$ cat src/rtl/animate_palette_fade_if.sv
// Pixel/score bundle between the colour mux, the palette animator and the VGA pins.
// The master drives the source pixel and game context; the slave returns the
// transformed pixel together with the fade status.
interface animate_palette_fade_if #(
    parameter int CW      = 4,
    parameter int SCORE_W = 14
);
    logic               valid;
    logic               pause;
    logic               mode;
    logic [SCORE_W-1:0] game_score;
    logic [CW-1:0]      old_r;
    logic [CW-1:0]      old_g;
    logic [CW-1:0]      old_b;
    logic [CW-1:0]      new_r;
    logic [CW-1:0]      new_g;
    logic [CW-1:0]      new_b;
    logic [CW-1:0]      level;
    logic               dark;

    modport master (
        output valid, pause, mode, game_score, old_r, old_g, old_b,
        input  new_r, new_g, new_b, level, dark
    );

    modport slave (
        input  valid, pause, mode, game_score, old_r, old_g, old_b,
        output new_r, new_g, new_b, level, dark
    );
endinterface

$ cat src/rtl/animate_palette_fade.sv
// Day/night palette animator. A score-driven fade FSM (LIGHT -> TO_DARK -> DARK
// -> TO_LIGHT) walks a fade level between 0 and 2^CW-1, one step every
// STEP_CYCLES clocks, and every pixel channel is transformed against the current
// level with one clock of latency.
module animate_palette_fade #(
    parameter int CW          = 4,
    parameter int SCORE_W     = 14,
    parameter int PERIOD      = 700,
    parameter int DARK_LEN    = 150,
    parameter int STEP_CYCLES = 8388608
) (
    input  logic                  clk,
    input  logic                  rst_n,
    animate_palette_fade_if.slave bus
);

    localparam int CNT_W = (STEP_CYCLES > 1) ? $clog2(STEP_CYCLES) : 1;

    localparam logic [CW-1:0]      LMAX      = '1;
    localparam logic [CNT_W-1:0]   CNT_LAST  = CNT_W'(STEP_CYCLES - 1);
    localparam logic [SCORE_W-1:0] PERIOD_S  = SCORE_W'(PERIOD);
    localparam logic [SCORE_W-1:0] DARKLEN_S = SCORE_W'(DARK_LEN);

    typedef enum logic [1:0] {
        S_LIGHT    = 2'd0,
        S_TO_DARK  = 2'd1,
        S_DARK     = 2'd2,
        S_TO_LIGHT = 2'd3
    } state_t;

    state_t             state_q, state_d;
    logic [CW-1:0]      level_q, level_d;
    logic [CNT_W-1:0]   cnt_q, cnt_d;
    logic [SCORE_W-1:0] trig_score_q, trig_score_d;
    logic [CW-1:0]      new_r_q, new_g_q, new_b_q;
    logic               dark_q;

    logic               score_zero;
    logic               trig;
    logic               ret;
    logic               counting;
    logic               tick;
    logic [SCORE_W-1:0] since_trig;

    // Per-channel transform: mode 0 is the distance |c - level|, mode 1 dims
    // towards black and clamps at zero.
    function automatic logic [CW-1:0] fade_channel(
        input logic [CW-1:0] c,
        input logic [CW-1:0] lvl,
        input logic          dim
    );
        logic [CW-1:0] res;
        if (dim) begin
            res = (c > lvl) ? (c - lvl) : '0;
        end else begin
            res = (c >= lvl) ? (c - lvl) : (lvl - c);
        end
        return res;
    endfunction

    // Score events and the step tick. The score distance wraps modulo 2^SCORE_W
    // on purpose so a score counter rolling over still ends the dark phase.
    always_comb begin
        score_zero = (bus.game_score == '0);
        since_trig = bus.game_score - trig_score_q;
        trig       = !score_zero
                     && ((bus.game_score % PERIOD_S) == '0)
                     && (bus.game_score != trig_score_q);
        ret        = (since_trig >= DARKLEN_S);
        counting   = ((state_q == S_TO_DARK) || (state_q == S_TO_LIGHT)) && !bus.pause;
        tick       = counting && (cnt_q == CNT_LAST);
    end

    // Next-state logic: restart clear beats everything, then the per-state
    // priority trig > ret > tick. trig only changes state from LIGHT/TO_LIGHT,
    // ret only from TO_DARK/DARK, so the two never compete within one state.
    always_comb begin
        state_d      = state_q;
        level_d      = level_q;
        trig_score_d = trig ? bus.game_score : trig_score_q;
        cnt_d        = cnt_q;
        if (counting) begin
            cnt_d = tick ? '0 : cnt_q + CNT_W'(1);
        end

        unique case (state_q)
            S_LIGHT: begin
                if (trig) state_d = S_TO_DARK;
            end
            S_TO_DARK: begin
                if (ret) begin
                    state_d = S_TO_LIGHT;
                end else if (tick) begin
                    level_d = (level_q == LMAX) ? LMAX : level_q + CW'(1);
                    if (level_d == LMAX) state_d = S_DARK;
                end
            end
            S_DARK: begin
                if (ret) state_d = S_TO_LIGHT;
            end
            S_TO_LIGHT: begin
                if (trig) begin
                    state_d = S_TO_DARK;
                end else if (tick) begin
                    level_d = (level_q == '0) ? '0 : level_q - CW'(1);
                    if (level_d == '0) state_d = S_LIGHT;
                end
            end
            default: state_d = S_LIGHT;
        endcase

        if (state_d != state_q) begin
            cnt_d = '0;
        end

        if (score_zero) begin
            state_d      = S_LIGHT;
            level_d      = '0;
            trig_score_d = '0;
            cnt_d        = '0;
        end
    end

    // Fade control state.
    always_ff @(posedge clk or negedge rst_n) begin
        if (!rst_n) begin
            state_q      <= S_LIGHT;
            level_q      <= '0;
            cnt_q        <= '0;
            trig_score_q <= '0;
        end else begin
            state_q      <= state_d;
            level_q      <= level_d;
            cnt_q        <= cnt_d;
            trig_score_q <= trig_score_d;
        end
    end

    // Registered pixel output using the level in force alongside the input
    // pixel; dark follows the state being entered so it lines up with it.
    always_ff @(posedge clk or negedge rst_n) begin
        if (!rst_n) begin
            new_r_q <= '0;
            new_g_q <= '0;
            new_b_q <= '0;
            dark_q  <= 1'b0;
        end else begin
            new_r_q <= bus.valid ? fade_channel(bus.old_r, level_q, bus.mode) : '0;
            new_g_q <= bus.valid ? fade_channel(bus.old_g, level_q, bus.mode) : '0;
            new_b_q <= bus.valid ? fade_channel(bus.old_b, level_q, bus.mode) : '0;
            dark_q  <= (state_d == S_DARK);
        end
    end

    assign bus.new_r = new_r_q;
    assign bus.new_g = new_g_q;
    assign bus.new_b = new_b_q;
    assign bus.level = level_q;
    assign bus.dark  = dark_q;

endmodule

$ cat src/flat_wrapper.sv
// flat-port wrapper written by rule: the top's interface ports become plain ports
module animate_palette_fade_flat 
#(
    parameter int CW          = 4,
    parameter int SCORE_W     = 14,
    parameter int PERIOD      = 700,
    parameter int DARK_LEN    = 150,
    parameter int STEP_CYCLES = 8388608
)
  (clk, rst_n, bus_valid, bus_pause, bus_mode, bus_game_score, bus_old_r, bus_old_g, bus_old_b, bus_new_r, bus_new_g, bus_new_b, bus_level, bus_dark);
  animate_palette_fade_if #(.CW(CW), .SCORE_W(SCORE_W)) bus_i ();
  input  logic clk;
  input  logic rst_n;
  input wire logic [$bits(bus_i.valid)-1:0] bus_valid;
  input wire logic [$bits(bus_i.pause)-1:0] bus_pause;
  input wire logic [$bits(bus_i.mode)-1:0] bus_mode;
  input wire logic [$bits(bus_i.game_score)-1:0] bus_game_score;
  input wire logic [$bits(bus_i.old_r)-1:0] bus_old_r;
  input wire logic [$bits(bus_i.old_g)-1:0] bus_old_g;
  input wire logic [$bits(bus_i.old_b)-1:0] bus_old_b;
  output wire logic [$bits(bus_i.new_r)-1:0] bus_new_r;
  output wire logic [$bits(bus_i.new_g)-1:0] bus_new_g;
  output wire logic [$bits(bus_i.new_b)-1:0] bus_new_b;
  output wire logic [$bits(bus_i.level)-1:0] bus_level;
  output wire logic [$bits(bus_i.dark)-1:0] bus_dark;
  assign bus_i.valid = bus_valid;
  assign bus_i.pause = bus_pause;
  assign bus_i.mode = bus_mode;
  assign bus_i.game_score = bus_game_score;
  assign bus_i.old_r = bus_old_r;
  assign bus_i.old_g = bus_old_g;
  assign bus_i.old_b = bus_old_b;
  assign bus_new_r = bus_i.new_r;
  assign bus_new_g = bus_i.new_g;
  assign bus_new_b = bus_i.new_b;
  assign bus_level = bus_i.level;
  assign bus_dark = bus_i.dark;
  animate_palette_fade #(.CW(CW), .SCORE_W(SCORE_W), .PERIOD(PERIOD), .DARK_LEN(DARK_LEN), .STEP_CYCLES(STEP_CYCLES)) u_core (.clk(clk), .rst_n(rst_n), .bus(bus_i));
endmodule
$ cat config.mk
export PLATFORM = sky130hd
export DESIGN_NAME = animate_palette_fade_flat
export DESIGN_NICKNAME = d
export VERILOG_FILES = /design/src/rtl/animate_palette_fade_if.sv /design/src/rtl/animate_palette_fade.sv /design/src/flat_wrapper.sv
export SDC_FILE = /design/constraint.sdc
export NUM_CORES = 1
export LEC_CHECK = 0
export ABC_AREA = 1
export CORE_MARGIN = 2
export CORE_UTILIZATION = 40
export DETAILED_ROUTE_END_ITERATION = 10
export PLACE_DENSITY = 0.64
export SLEW_MARGIN = 20
export SYNTH_ARGS = -nofsm -noshare
export SYNTH_HDL_FRONTEND = slang
export SYNTH_SLANG_ARGS = --single-unit
export TNS_END_PERCENT = 10
$ cat constraint.sdc
create_clock -name clk -period 2.85 [get_ports clk]
set_input_delay 0.57 -clock clk [delete_from_list [all_inputs] [get_ports clk]]
set_output_delay 0.57 -clock clk [all_outputs]
set_load 0.01 [all_outputs]
# Word-level counts from Yosys, hierarchy flattened
# Cells that the tools add are included.
# op_classes
mux	36
eq_ne	13
reduce_logical	16
div	1
magnitude_cmp	7
n_addsub	10
# op_table
operator	n
$mux 23	4
$mux 4	19
$logic_not 14->1	2
$mux 14	2
$sub 4x4->4	6
$add 23x1->23 const B	1
$eq 23x23->1 const B	1
$mux 2	9
$ge 14x8->1 const B	1
$mod 14x10->14 const B	1
$ne 14x14->1	1
$sub 14x14->14	1
$ge 4x4->1	3
$gt 4x4->1	3
$eq 4x4->1 const B	2
$logic_not 4->1	2
$pmux 2 s4	1
$pmux 4 s2	1
$eq 2x2->1 const B	3
$ne 3x1->1 const B	2
$ne 3x2->1 const B	2
$reduce_bool 3->1	2
$reduce_and 5->1	1
$add 4x1->4 const B	1
8 further kinds	12
# totals
out_inout_bits	17
reg_bits	56
word_cells	91
inputBits	31

# Logic depth before layout (Yosys ltp)
# logic_depth
word_depth	10
mapped_depth	44
ltp_nobuf	43

# Worst setup path after synthesis
# OpenSTA, ideal clock, no wires.
# synth_path
path_type	input-to-reg
from	input bus_game_score[10]
to	register u_core.cnt_q[13]
cell_stages	40
t_required_ps	2729
setup_time_ps	121
path_buffers	2
arrival_ps	3986
path_slack_ps	-1257
cell_sequence	inv_2 nand2_1 nor2_2 nand2_2 nand2_4 nand2_2 nand2_4 nor2_1 o21bai_4 nand3_4 buf_6 nand3_2 nand2_1 nand2_1 nand2_2 nor2_8 nand2_4 nand2_1 (+4 left out) nand2_4 nand2_4 nand3_1 nand2_2 nand2_1 a21oi_1 nand2_1 nand2_1 nand2_1 inv_1 nand3_2 a21oi_1 nand2_1 nand2_1 inv_1 nand2_2 buf_6 nor2_2
# synth_between
elab_chain_len	9
word_cells_on_any_way	18
cone_classes	add/sub (1); div (1); order compare (1); eq/ne (2); mux (7); reduce/logical (6)
# synth_lines
item	line	source
start, declared	flat_wrapper.sv:17	input wire logic [$bits(bus_i.game_score)-1:0] bus_game_score;
$mod 14x10->14 or $logic_not 14->1 (tied branches)	animate_palette_fade.sv:67, animate_palette_fade.sv:64	
$logic_not 14->1 or $logic_not 1->1 (tied branches)	animate_palette_fade.sv:67, animate_palette_fade.sv:66	
$logic_and 1x1->1	animate_palette_fade.sv:67	&& ((bus.game_score % PERIOD_S) == '0)
$logic_and 1x1->1	animate_palette_fade.sv:68	&& (bus.game_score != trig_score_q);
$mux 2 (on tied branches)	animate_palette_fade.sv:102, animate_palette_fade.sv:88	
$pmux 2 s4	animate_palette_fade.sv:86	unique case (state_q)
$ne 2x2->1	animate_palette_fade.sv:112	if (state_d != state_q) begin
$mux 23	animate_palette_fade.sv:112	
$mux 23	animate_palette_fade.sv:116	if (score_zero) begin
end signal, assigned	animate_palette_fade.sv:134	cnt_q <= cnt_d;
end, declared	animate_palette_fade.sv:33	logic [CNT_W-1:0] cnt_q, cnt_d;
# Parallel ways exist; a longest one is shown, timed or not.
# A chain may end at the register's enable or synchronous reset.

# Worst setup path after layout
# layout_path
from	input bus_game_score[10]
to	register u_core.cnt_q[0]
# The elaborated chain is that of the path after synthesis.

==> metrics.txt <==
# TYPE chip_impl_metric gauge
chip_impl_metric{name="chipHeight",unit="µm"} 127
chip_impl_metric{name="post_synthesis_cell_area",unit="mm²"} 0.00604
chip_impl_metric{name="final.setup.worst_slack",unit="ns"} -1.57
chip_impl_metric{name="yosys_register_bits",unit=""} 56
chip_impl_info{name="clock_tree.root_cell",value="sky130_fd_sc_hd__clkbuf_16"} 1
chip_impl_metric{name="post_synth_inst_count",unit=""} 909
chip_impl_metric{name="grt_pass1_vias",unit=""} 6059
chip_impl_metric{name="timing.max_cap.violations",unit=""} 0
chip_impl_info{name="cts_tree",value="done"} 1
chip_impl_info{name="grt_setup_unrepaired",value="yes"} 1
chip_impl_metric{name="fin_total_pwr",unit="mW"} 6.71
chip_impl_metric{name="leakage",unit="nW"} 4.25
chip_impl_metric{name="first_pass_grt_wire_length",unit="µm"} 27200
chip_impl_metric{name="post-dp-hpwl",unit="µm"} 12000
chip_impl_info{name="cp-end-kind",value="flip-flop"} 1
chip_impl_info{name="critPathSlowestCell",value="sky130_fd_sc_hd__o21bai_4"} 1
chip_impl_metric{name="post_detailed_routing_wire_length",unit="µm"} 16000
chip_impl_metric{name="chipWidth",unit="µm"} 127
chip_impl_metric{name="timing.hold.ws",unit="ns"} 0.343
chip_impl_metric{name="fin_crit",unit="ns"} 4.42
chip_impl_metric{name="globalRouteMet1Util",unit="%"} 28.2
chip_impl_metric{name="timing.clock.skew",unit="ns"} 0.00399
chip_impl_metric{name="setup_violations",unit=""} 44
chip_impl_metric{name="placed_cells_incl_taps",unit=""} 1252
chip_impl_metric{name="async_sr_flop_fraction",unit="%"} 100
chip_impl_metric{name="area_growth_syn_to_layout",unit="%"} 41.4
chip_impl_metric{name="detail_route.iter0.violations",unit=""} 283
chip_impl_metric{name="final_antenna_net_count",unit=""} 0
chip_impl_metric{name="initial_antenna_violation_count",unit=""} 0
chip_impl_metric{name="placeableCoreArea",unit="mm²"} 0.0146
chip_impl_metric{name="clk_transition_reported_paths",unit="ns"} 0.07
chip_impl_metric{name="initial_utilization",unit="%"} 41.2
chip_impl_info{name="hold_path_class",value="input pin to async pin"} 1
chip_impl_metric{name="crit_path_max_fanout",unit=""} 8
chip_impl_metric{name="worst_skew_pair.late_latency",unit="ns"} 0.29
chip_impl_metric{name="die_area",unit="mm²"} 0.0161
chip_impl_metric{name="clock_tree.buffer_depth",unit=""} 2
chip_impl_metric{name="timing.fmax",unit="GHz"} 0.226
chip_impl_metric{name="synth_cell_type_count",unit=""} 50
chip_impl_metric{name="final.fill_count",unit=""} 1393
chip_impl_metric{name="design.final.nets",unit=""} 1178
chip_impl_metric{name="non_filler_instance_count_after_layout",unit=""} 1287
chip_impl_metric{name="htreeDepth",unit=""} 2
chip_impl_metric{name="slew_headroom",unit="%"} 48.6
chip_impl_metric{name="groute.usage.overall",unit="%"} 20.0
chip_impl_metric{name="multi_input_area",unit="mm²"} 0.00451
chip_impl_metric{name="synth-seq-area-share",unit="%"} 23.2
chip_impl_info{name="crit_path_frequent_cell",value="sky130_fd_sc_hd__nand2_1"} 1
chip_impl_metric{name="synth_enable_flop_cells",unit=""} 0
chip_impl_metric{name="antennaDiodeCount",unit=""} 0
chip_impl_metric{name="dr.pass1.iters",unit=""} 5
chip_impl_metric{name="synth.net_count",unit=""} 985
chip_impl_info{name="worstSetupPathType",value="input pin to flip-flop"} 1
chip_impl_info{name="synth_area_leaders",value="sky130_fd_sc_hd__dfrtp_1, sky130_fd_sc_hd__nand2_1, sky130_fd_sc_hd__inv_1"} 1
chip_impl_metric{name="grtUsageMet2",unit="%"} 33.8
chip_impl_metric{name="drc_violations_left",unit=""} 0
chip_impl_metric{name="io_buffer_count",unit=""} 47
chip_impl_metric{name="routed_via_density",unit=""} 4.95
chip_impl_metric{name="combined_flip_flop_and_latch_cell_area",unit="mm²"} 0.00140
chip_impl_metric{name="cts_made_buffers",unit=""} 5
chip_impl_metric{name="crit_arrival",unit="ns"} 4.61
chip_impl_metric{name="setup_tns",unit="ns"} -63.43
chip_impl_metric{name="synth.yosys.warnings",unit=""} 0
chip_impl_info{name="dominantRegCellSynth",value="sky130_fd_sc_hd__dfrtp_1"} 1
chip_impl_metric{name="worst-slew-pin-transition",unit="ns"} 0.771
chip_impl_metric{name="power_density",unit="mW/mm²"} 786
chip_impl_info{name="run_status",value="finished, violations left"} 1
chip_impl_metric{name="cts_num_sinks",unit=""} 56
chip_impl_metric{name="avgRoutedWirePerCell",unit="µm"} 12.4
chip_impl_metric{name="maxSlewViolCount",unit=""} 0
chip_impl_info{name="critPathLaunchType",value="input pin"} 1
chip_impl_metric{name="synth_largest_type_area_fraction",unit="%"} 23.2
chip_impl_metric{name="critPathRequiredTime",unit="ns"} 3.04
chip_impl_metric{name="hold_viol_final",unit=""} 0
chip_impl_metric{name="grt_remaining_overflow",unit=""} 0
chip_impl_metric{name="maximum_number_of_pins_on_one_net_before_global_route_repair",unit=""} 35
chip_impl_metric{name="ios",unit=""} 48
chip_impl_metric{name="grtUsageMet3",unit="%"} 2.40
chip_impl_info{name="failed_checks",value="setup timing"} 1
chip_impl_metric{name="crit_share_post_route",unit="%"} 155
chip_impl_metric{name="vias",unit=""} 6368
chip_impl_metric{name="drive_gt1_share",unit="%"} 30.1
chip_impl_metric{name="cp_slowest_stage_delay",unit="ns"} 0.23
chip_impl_info{name="busiest_grt_layer",value="met2"} 1
chip_impl_info{name="synth_top_area_cell",value="sky130_fd_sc_hd__dfrtp_1"} 1
chip_impl_metric{name="max_vdd_drop",unit="mV"} 0.447
chip_impl_metric{name="rows",unit=""} 44
chip_impl_metric{name="finish.utilization",unit="%"} 58.3
chip_impl_metric{name="gp_congestion",unit=""} 0.858
chip_impl_metric{name="synthesis.area_per_instance",unit="µm²"} 6.64
==> sequential cells by signal, summed over array words and instances, names as in the netlist <==
| signal | cells |
|---|---|
| u_core.trig_score_q | 14 |
| u_core.bus.level | 4 |
| u_core.bus.new_r | 4 |
| u_core.state_q | 2 |
| u_core.cnt_q | 23 |
| u_core.bus.new_g | 4 |
| u_core.bus.dark | 1 |
| u_core.bus.new_b | 4 |
==> cell families (layout without fill, tap and decap cells) <==
kind of cell    Yosys count  in the layout  share of synthesized area, %
simple gates            488            492                          38.8
mux                       1              1                         0.166
fa+ha+maj                45             45                          10.2
compound gates          135            135                          13.2
xor+xnor                 31             31                          4.50
flops                    56             56                          23.2
buf+inv                 153            343                          9.95
==> per-stage QoR <==
step / cell area (µm²) / worst slack (ns)
finish: 8530 / -1.57
detailed placement: 7770 / -2.23
global route: 8530 / -1.87
floorplan: 6150 / -1.22
CTS: 8330 / -1.52
global placement: 7770 / -2.11
==> metal layers <==
metal / wire length, µm / share of wire (%)
met5: 0 / 0
met4: 110 / 0.69
met3: 425 / 2.7
met2: 7500 / 47
met1: 7950 / 50
==> Yosys cell counts (3+ instances only) <==
master	instances
sky130_fd_sc_hd__o21ai_1	5
sky130_fd_sc_hd__a21oi_1	47
sky130_fd_sc_hd__inv_2	5
sky130_fd_sc_hd__o211ai_1	5
sky130_fd_sc_hd__a211oi_1	8
sky130_fd_sc_hd__nand3_4	4
sky130_fd_sc_hd__ha_1	38
sky130_fd_sc_hd__nand2_2	25
sky130_fd_sc_hd__dfrtp_1	56
sky130_fd_sc_hd__xor2_1	25
sky130_fd_sc_hd__nand3_2	5
sky130_fd_sc_hd__nor2_2	24
sky130_fd_sc_hd__nor2_1	71
sky130_fd_sc_hd__nor2_4	5
sky130_fd_sc_hd__inv_1	130
sky130_fd_sc_hd__nor4_1	6
sky130_fd_sc_hd__buf_6	3
sky130_fd_sc_hd__o21a_1	3
sky130_fd_sc_hd__a31oi_1	6
sky130_fd_sc_hd__nand2_1	224
sky130_fd_sc_hd__o21ai_0	42
sky130_fd_sc_hd__nand4_1	20
sky130_fd_sc_hd__nand3_1	66
sky130_fd_sc_hd__or2_2	4
sky130_fd_sc_hd__and2_1	3
sky130_fd_sc_hd__o21bai_1	4
sky130_fd_sc_hd__nor3_1	21
sky130_fd_sc_hd__fa_1	7
sky130_fd_sc_hd__clkbuf_1	12
sky130_fd_sc_hd__xnor2_1	6
sky130_fd_sc_hd__nand2_4	6
==> layout by cell type, fill, tap and decap left out, types with 3 or more instances in the layout <==
cell type	n
sky130_fd_sc_hd__buf_6	8
sky130_fd_sc_hd__a21oi_1	45
sky130_fd_sc_hd__dfrtp_1	56
sky130_fd_sc_hd__nand2_4	23
sky130_fd_sc_hd__clkdlybuf4s50_1	38
sky130_fd_sc_hd__o211ai_1	5
sky130_fd_sc_hd__inv_1	123
sky130_fd_sc_hd__buf_2	4
sky130_fd_sc_hd__clkbuf_16	5
sky130_fd_sc_hd__o21bai_1	3
sky130_fd_sc_hd__o21ai_0	38
sky130_fd_sc_hd__a31oi_1	6
sky130_fd_sc_hd__and2_1	3
sky130_fd_sc_hd__fa_1	7
sky130_fd_sc_hd__nand4_1	20
sky130_fd_sc_hd__a211oi_1	8
sky130_fd_sc_hd__nand2_1	183
sky130_fd_sc_hd__nand3_1	51
sky130_fd_sc_hd__nor4_1	6
sky130_fd_sc_hd__ha_1	38
sky130_fd_sc_hd__nor2_1	62
sky130_fd_sc_hd__nor2_4	14
sky130_fd_sc_hd__buf_12	5
sky130_fd_sc_hd__xor2_1	23
sky130_fd_sc_hd__inv_2	10
sky130_fd_sc_hd__buf_4	138
sky130_fd_sc_hd__nand3_4	8
sky130_fd_sc_hd__xnor2_1	6
sky130_fd_sc_hd__nor2_2	25
sky130_fd_sc_hd__or2_2	4
sky130_fd_sc_hd__nand3_2	18
sky130_fd_sc_hd__o21a_1	3
sky130_fd_sc_hd__nand2_2	47
sky130_fd_sc_hd__nand2_8	3
sky130_fd_sc_hd__nor3_1	21
sky130_fd_sc_hd__o21ai_1	8
==> timing repair <==
item / 4_1_cts / 5_1_grt
buffers inserted: 15 / 8
resized for setup: 87 / 41
gates cloned: 4 / 0
pin swaps: 43 / 36
endpoints found under the setup margin: 44 / 44
hold buffers: 0 / 0
==> area by class of cell <==
class                      count  area share (%)
timing repair buffer         199            19.9
tap                          184            2.70
clock buffer                   6            1.63
clock inverter                 2           0.176
inverter                     136            6.29
sequential                    56            16.4
multi-input combinational    704            52.9
==> path summary, 6_finish.rpt <==
check / start / endpoint / slack, ns / depth (start not counted)
min in group clk: u_core.trig_score_q[0] / u_core.trig_score_q[0] / 0.52 / 2
max in group asynchronous: rst_n / u_core.trig_score_q[10] / 1.83 / 2
min reg2reg: u_core.trig_score_q[0] / u_core.trig_score_q[0] / 0.52 / 2
max reg2reg: u_core.trig_score_q[2] / u_core.cnt_q[0] / -0.29 / 22
max: bus_game_score[10] / u_core.cnt_q[0] / -1.57 / 37
min: rst_n / u_core.cnt_q[6] / 0.34 / 1
==> report_power, final <==
group / leakage (nW) / switching (mW) / internal [mW]
Sequential: 0.717 / 0.136 / 1.01
Clock: 0.0691 / 0.296 / 0.351
Combinational: 3.46 / 2.70 / 2.21
==> critical path, delay by kind of cell <==
| family | cells | cell delay [ns] |
|---|---|---|
| AOI/OAI and AO/OA | 2 | 0.45 |
| and+or+nand+nor | 28 | 2.77 |
| buffers and inverters | 7 | 0.80 |
(Power assumes the default switching activity.)
